### src/rtl/apb_aes_regfile.sv
// rtl/apb_aes_regfile.sv - AES control/key/data register file behind the APB slave stage
//
// Holds CTRL, STATUS, KEY0-3, DIN0-3, DOUT0-3 and ID. Drives the AES core
// (start_o, mode_o, key_o, din_o), captures its result on aes_done_i and
// returns registered read data, an unmapped-access pulse and an interrupt.
//
// Ports:
//   PCLK, PRESETn            clock, asynchronous active-low reset
//   addr, write_en, read_en  decoded access (one-cycle qualifiers)
//   byte_strobe, wdata       write lanes and data
//   rdata, addr_err          registered read data, unmapped-access pulse
//   key_o, din_o, mode_o     AES key / input block / direction
//   start_o                  one-cycle start pulse
//   aes_busy_i, aes_done_i, aes_dout_i  AES core status and result
//   irq_o                    registered interrupt level
module apb_aes_regfile #(
    parameter int          DATA_WIDTH = 32,
    parameter int          ADDR_WIDTH = 32,
    parameter int          NBYTES     = DATA_WIDTH / 8,
    parameter logic [31:0] ID_VALUE   = 32'h4145_5331
) (
    input  logic                  PCLK,
    input  logic                  PRESETn,
    input  logic [ADDR_WIDTH-1:0] addr,
    input  logic                  write_en,
    input  logic                  read_en,
    input  logic [NBYTES-1:0]     byte_strobe,
    input  logic [DATA_WIDTH-1:0] wdata,
    output logic [DATA_WIDTH-1:0] rdata,
    output logic                  addr_err,
    output logic [127:0]          key_o,
    output logic [127:0]          din_o,
    output logic                  mode_o,
    output logic                  start_o,
    input  logic                  aes_busy_i,
    input  logic                  aes_done_i,
    input  logic [127:0]          aes_dout_i,
    output logic                  irq_o
);

    localparam logic [5:0] IDX_CTRL   = 6'd0;
    localparam logic [5:0] IDX_STATUS = 6'd1;
    localparam logic [5:0] IDX_KEY0   = 6'd2;
    localparam logic [5:0] IDX_DIN0   = 6'd6;
    localparam logic [5:0] IDX_DOUT0  = 6'd10;
    localparam logic [5:0] IDX_ID     = 6'd14;

    function automatic logic [31:0] merge_bytes(input logic [31:0] old_v,
                                                input logic [31:0] new_v,
                                                input logic [3:0]  be);
        logic [31:0] r;
        for (int i = 0; i < 4; i++) begin
            r[8*i +: 8] = be[i] ? new_v[8*i +: 8] : old_v[8*i +: 8];
        end
        return r;
    endfunction

    logic [3:0][31:0]      key_q, key_d;
    logic [3:0][31:0]      din_q, din_d;
    logic [127:0]          dout_q, dout_d;
    logic                  irq_en_q, irq_en_d;
    logic                  mode_q, mode_d;
    logic                  done_q, done_d;
    logic                  ovr_q, ovr_d;
    logic                  serr_q, serr_d;
    logic                  start_q, start_d;
    logic                  addr_err_q, addr_err_d;
    logic                  irq_q, irq_d;
    logic [DATA_WIDTH-1:0] rdata_q, rdata_d;

    logic [5:0]            idx;
    logic                  mapped;
    logic                  wr;
    logic                  start_req;
    logic                  clr_done, clr_ovr, clr_serr;
    logic [5:0]            key_off, din_off, dout_off;
    logic [DATA_WIDTH-1:0] rd_mux;
    logic                  unused_addr_lsbs;

    assign unused_addr_lsbs = ^addr[1:0];

    assign idx      = addr[7:2];
    assign mapped   = (addr[ADDR_WIDTH-1:8] == '0) && (idx <= IDX_ID);
    assign wr       = write_en && mapped;
    assign key_off  = idx - IDX_KEY0;
    assign din_off  = idx - IDX_DIN0;
    assign dout_off = idx - IDX_DOUT0;

    assign start_req = wr && (idx == IDX_CTRL) && byte_strobe[0] && wdata[0];
    assign clr_done  = wr && (idx == IDX_STATUS) && byte_strobe[0] && wdata[0];
    assign clr_ovr   = wr && (idx == IDX_STATUS) && byte_strobe[0] && wdata[2];
    assign clr_serr  = wr && (idx == IDX_STATUS) && byte_strobe[0] && wdata[3];

    always_comb begin
        rd_mux = '0;
        if (idx == IDX_CTRL) begin
            rd_mux = {29'd0, mode_q, irq_en_q, 1'b0};
        end else if (idx == IDX_STATUS) begin
            rd_mux = {28'd0, serr_q, ovr_q, aes_busy_i, done_q};
        end else if (idx < IDX_DIN0) begin
            rd_mux = key_q[key_off[1:0]];
        end else if (idx < IDX_DOUT0) begin
            rd_mux = din_q[din_off[1:0]];
        end else if (idx < IDX_ID) begin
            rd_mux = dout_q[32*dout_off[1:0] +: 32];
        end else begin
            rd_mux = ID_VALUE;
        end
    end

    always_comb begin
        key_d      = key_q;
        din_d      = din_q;
        irq_en_d   = irq_en_q;
        mode_d     = mode_q;
        rdata_d    = rdata_q;
        addr_err_d = (write_en || read_en) && !mapped;
        start_d    = start_req && !aes_busy_i;
        dout_d     = aes_done_i ? aes_dout_i : dout_q;

        // Hardware set takes priority over a same-cycle W1C clear.
        done_d = aes_done_i || (done_q && !clr_done);
        ovr_d  = (aes_done_i && done_q) || (ovr_q && !clr_ovr);
        serr_d = (start_req && aes_busy_i) || (serr_q && !clr_serr);

        irq_d = irq_en_q && (done_q || ovr_q || serr_q);

        if (wr) begin
            if (idx == IDX_CTRL) begin
                if (byte_strobe[0]) begin
                    irq_en_d = wdata[1];
                    mode_d   = wdata[2];
                end
            end else if (idx >= IDX_KEY0 && idx < IDX_DIN0) begin
                key_d[key_off[1:0]] = merge_bytes(key_q[key_off[1:0]], wdata, byte_strobe);
            end else if (idx >= IDX_DIN0 && idx < IDX_DOUT0) begin
                din_d[din_off[1:0]] = merge_bytes(din_q[din_off[1:0]], wdata, byte_strobe);
            end
        end

        // A simultaneous write wins over the read; rdata keeps its value.
        if (read_en && !write_en) begin
            rdata_d = mapped ? rd_mux : '0;
        end
    end

    always_ff @(posedge PCLK or negedge PRESETn) begin
        if (!PRESETn) begin
            key_q      <= '0;
            din_q      <= '0;
            dout_q     <= '0;
            irq_en_q   <= 1'b0;
            mode_q     <= 1'b0;
            done_q     <= 1'b0;
            ovr_q      <= 1'b0;
            serr_q     <= 1'b0;
            start_q    <= 1'b0;
            addr_err_q <= 1'b0;
            irq_q      <= 1'b0;
            rdata_q    <= '0;
        end else begin
            key_q      <= key_d;
            din_q      <= din_d;
            dout_q     <= dout_d;
            irq_en_q   <= irq_en_d;
            mode_q     <= mode_d;
            done_q     <= done_d;
            ovr_q      <= ovr_d;
            serr_q     <= serr_d;
            start_q    <= start_d;
            addr_err_q <= addr_err_d;
            irq_q      <= irq_d;
            rdata_q    <= rdata_d;
        end
    end

    assign key_o    = key_q;
    assign din_o    = din_q;
    assign mode_o   = mode_q;
    assign start_o  = start_q;
    assign addr_err = addr_err_q;
    assign irq_o    = irq_q;
    assign rdata    = rdata_q;

endmodule

### config.mk
export PLATFORM = sky130hd
export DESIGN_NAME = apb_aes_regfile
export DESIGN_NICKNAME = d
export VERILOG_FILES = /design/src/rtl/apb_aes_regfile.sv
export SDC_FILE = /design/constraint.sdc
export NUM_CORES = 1
export LEC_CHECK = 0
export CORE_ASPECT_RATIO = 0.6
export CORE_MARGIN = 2
export CORE_UTILIZATION = 23
export DETAILED_ROUTE_END_ITERATION = 7
export DONT_BUFFER_PORTS = 1
export PLACE_DENSITY = 0.44
export SLEW_MARGIN = 15
export SYNTH_ARGS = -nofsm -noshare
export SYNTH_HDL_FRONTEND = slang
export SYNTH_SLANG_ARGS = --single-unit
### constraint.sdc
create_clock -name PCLK -period 2 [get_ports PCLK]
set_input_delay 0.2 -clock PCLK [delete_from_list [all_inputs] [get_ports PCLK]]
set_output_delay 0.2 -clock PCLK [all_outputs]
set_load 0.02 [all_outputs]
==> flow_summary.ini <==
[die]
die-height_um = 229.4
fp.dieW_um = 379.7
dieArea_sq_um = 87110
rows = 82
io_pins = 494
core_sq_um = 83720
start_util_pct = 23.27

[synthesis]
muxShareOfSynthArea_pct = 33.41
synth_cells = 1350
netlist_area_sq_um = 19480
async_reset_ff_share_pct = 100.0
synth-simple-area-share_pct = 3.372
synth.avg_cell_area_sq_um = 14.43
synth-seq-area-share_pct = 54.47
synth_cell_types = 46
synth_ff_type = dfrtp_1
ys.warnings.count = 0
synth_xor_area_share_pct = 0.04496
synth_seq_cells = 424
synth_edf_count = 0
synth_top_family_by_area = multiplexers
synth_compound_area_share_pct = 5.062
synth-adder-area-share_pct = 0
postSynthNetCount = 1552

[power_and_ir_drop]
finalPower_mw = 19.27
leakagePower_nw = 11.73
ir_worst_vdd_mv = 0.5132
powerDensity_nw_per_um2 = 732.2

[timing]
slew_viol_final = 0
setup_viol = 0
skew_ns = 0.02443
min_period_over_period_pct = 93.16
clock.fmax_ghz = 0.5367
finalHoldViolCount = 424
whs_ns = -0.6672
grt_setup_unrepaired = no
timing.slew.headroom_pct = 31.23
min_period_ns = 1.863
tightest_slew_ns = 1.032
finalSetupTns_ns = 0

[route]
drt_iter0_drc = 754
first_pass_iters = 7
vias = 13420
drc = 0
post_drt_wl_per_cell_um = 25.88
vias_per_cell = 4.580
final_antenna_net_count = 0
routed_wirelength_um = 75790

[setup_path]
critPathLaunchType = primary input
path_max_fanout = 4
cpPeakStageDelay_ns = 0.53
critical_path_buf_inv_count = 4
crit_chain = nor2_1 > buf_4 > nand4_1 > buf_4 > and3b_1 > and4_1 > buf_4 > a32o_1 > dlygate4sd3_1
path_class = primary input to register
cp.arrival_ns = 2.40
critPathSlowestCell = dlygate4sd3_1
cp_common_cell = buf_4
critPathRequiredTime_ns = 2.53
end_kind = register
critPathTopFamily = buffers and inverters

[global_route]
grt_max_degree = 425
first_global_vias = 14860
grtUsageTotal_pct = 17.25
grt_pass1_wl_um = 109700
overflow = 0
antenna_found_initial = 5

[hold_path]
hold_path_class = primary input to asynchronous set/reset pin

[status]
status = finished with violations
violations = negative hold slack

[clock_network]
cts.sinks = 424
root_buffer = clkbuf_16
cts.htree.levels = 2
clkLatencyLatePin_ns = 0.60
cts_max_path_buffers = 3
hold_buffers = 287
ctsResizeCount = 0
cts_setup_buffers = 0
cts_inserted_buffers = 47
path_clk_slew_ns = 0.06
cts_tree = done

[place]
place_inst = 2555
dpl_cell_area_sq_um = 21950
place_congestion = 0.7818
dp_hpwl_um = 51650
io_buffers = 0

[finish]
seq_area_sq_um = 10610
n_fill_cell = 8382
drive_gt1_share_pct = 35.77
multiInputGateArea_sq_um = 8244
layout_commonest_cell = dfrtp_1
final_cells = 2929
final_net_count = 1959
areaGrowthSynthToFinish_pct = 35.09
layout_common_cells = 424 x dfrtp_1, 289 x mux2_2, 287 x dlygate4sd3_1
design_area_sq_um = 26310

[flow_run]
cap_violations = 0
[power by group]
part	internal (mW)	total (mW)	switching [mW]
Clock	4.87	8.70	3.83
Sequential	8.84	8.98	0.139
Combinational	1.05	1.59	0.539
Total	14.8	19.3	4.50
[worst reg2reg max path, stage by stage, from the launching register on]
cell,delay [ns]
dfrtp_1,0.48
mux4_2,0.54
inv_1,0.09
o21ai_0,0.20
mux2_1,0.37
[synthesized netlist by cell type, types with 2 or more instances]
cell type,count,area [sq um]
nand2b_1,12,75.07
nor2_8,2,40.04
nand3b_1,2,15.01
o2bb2ai_1,3,26.28
nand4_1,5,31.28
a211oi_1,5,37.54
buf_1,8,30.03
nor2_1,8,30.03
o31ai_1,4,30.03
buf_2,29,145.1
and3_1,2,12.51
nor4_1,8,50.05
a21oi_1,2,10.01
nor2b_1,4,25.02
buf_8,6,90.09
dfrtp_1,424,10610
o221ai_1,11,96.34
mux2_1,97,1092
mux2_2,289,3254
o21ai_0,109,545.5
clkbuf_1,40,150.1
or3_1,2,12.51
mux4_2,96,2162
and3b_1,2,17.52
nand3_1,3,15.01
buf_4,6,45.04
and4_1,2,17.52
nor2_2,2,12.51
inv_1,66,247.7
nand2_1,69,259.0
a221o_1,17,170.2
[flip-flops by register name (all words and copies together) (netlist names)]
signal / count
din_o: 128
dout_q: 128
key_o: 128
rdata: 32
addr_err: 1
done_q: 1
irq_en_q: 1
irq_o: 1
mode_o: 1
ovr_q: 1
serr_q: 1
start_o: 1
[layer usage]
| layer | track usage (%) | vias to the layer above | share of wire, % |
|---|---|---|---|
| met4 | 3.274 | 6 | 1.5 |
| met1 | 21.47 | 7132 | 42 |
| met5 | 0 | - | 0.053 |
| li1 | - | 5817 | - |
| met3 | 6.611 | 73 | 8.7 |
| met2 | 28.57 | 387 | 48 |
[kinds of logic after synthesis]
family / count (synthesis)
XOR/XNOR: 1
multiplexers: 482
AO/OA/AOI/OAI: 159
buffers and inverters: 155
flip-flops: 424
AND/OR/NAND/NOR: 129
[layout make-up]
| cell class | instances | area share [%] |
|---|---|---|
| sequential | 424 | 40.32 |
| inverter | 66 | 0.9415 |
| clock inverter | 19 | 0.6467 |
| timing repair buffer | 447 | 16.34 |
| multi-input combinational | 771 | 31.33 |
| clock buffer | 65 | 5.002 |
| tap | 1134 | 5.392 |
| antenna | 3 | 0.02853 |
[per-stage QoR]
stage / hold slack, ns / worst slack (ns) / utilization [%]
floorplan: -0.09559 / -0.07268 / -
global placement: -0.07366 / -0.3803 / 26.22
detailed placement: -0.07276 / -0.3570 / 26.22
CTS: -0.7253 / 0.1744 / 31.42
global route: -0.7220 / 0.1189 / 31.42
finish: -0.6672 / 0.1368 / 31.43
[path summary, 6_finish.rpt]
kind / from / to / slack, ns / cells past startpoint
max reg2reg: din_o[1]$_DFFE_PN0P_ / din_o[97]$_DFFE_PN0P_ / 0.21 / 4
min: PRESETn / din_o[71]$_DFFE_PN0P_ / -0.67 / 0
max: addr[6] / serr_q$_DFF_PN0_ / 0.14 / 9
max in group asynchronous: PRESETn / din_o[87]$_DFFE_PN0P_ / 1.85 / 0
min in group PCLK: wdata[10] / din_o[42]$_DFFE_PN0P_ / 0.05 / 3
min reg2reg: irq_en_q$_DFFE_PN0P_ / irq_en_q$_DFFE_PN0P_ / 0.54 / 1
No activity file was read; power rests on OpenSTA's default activity.
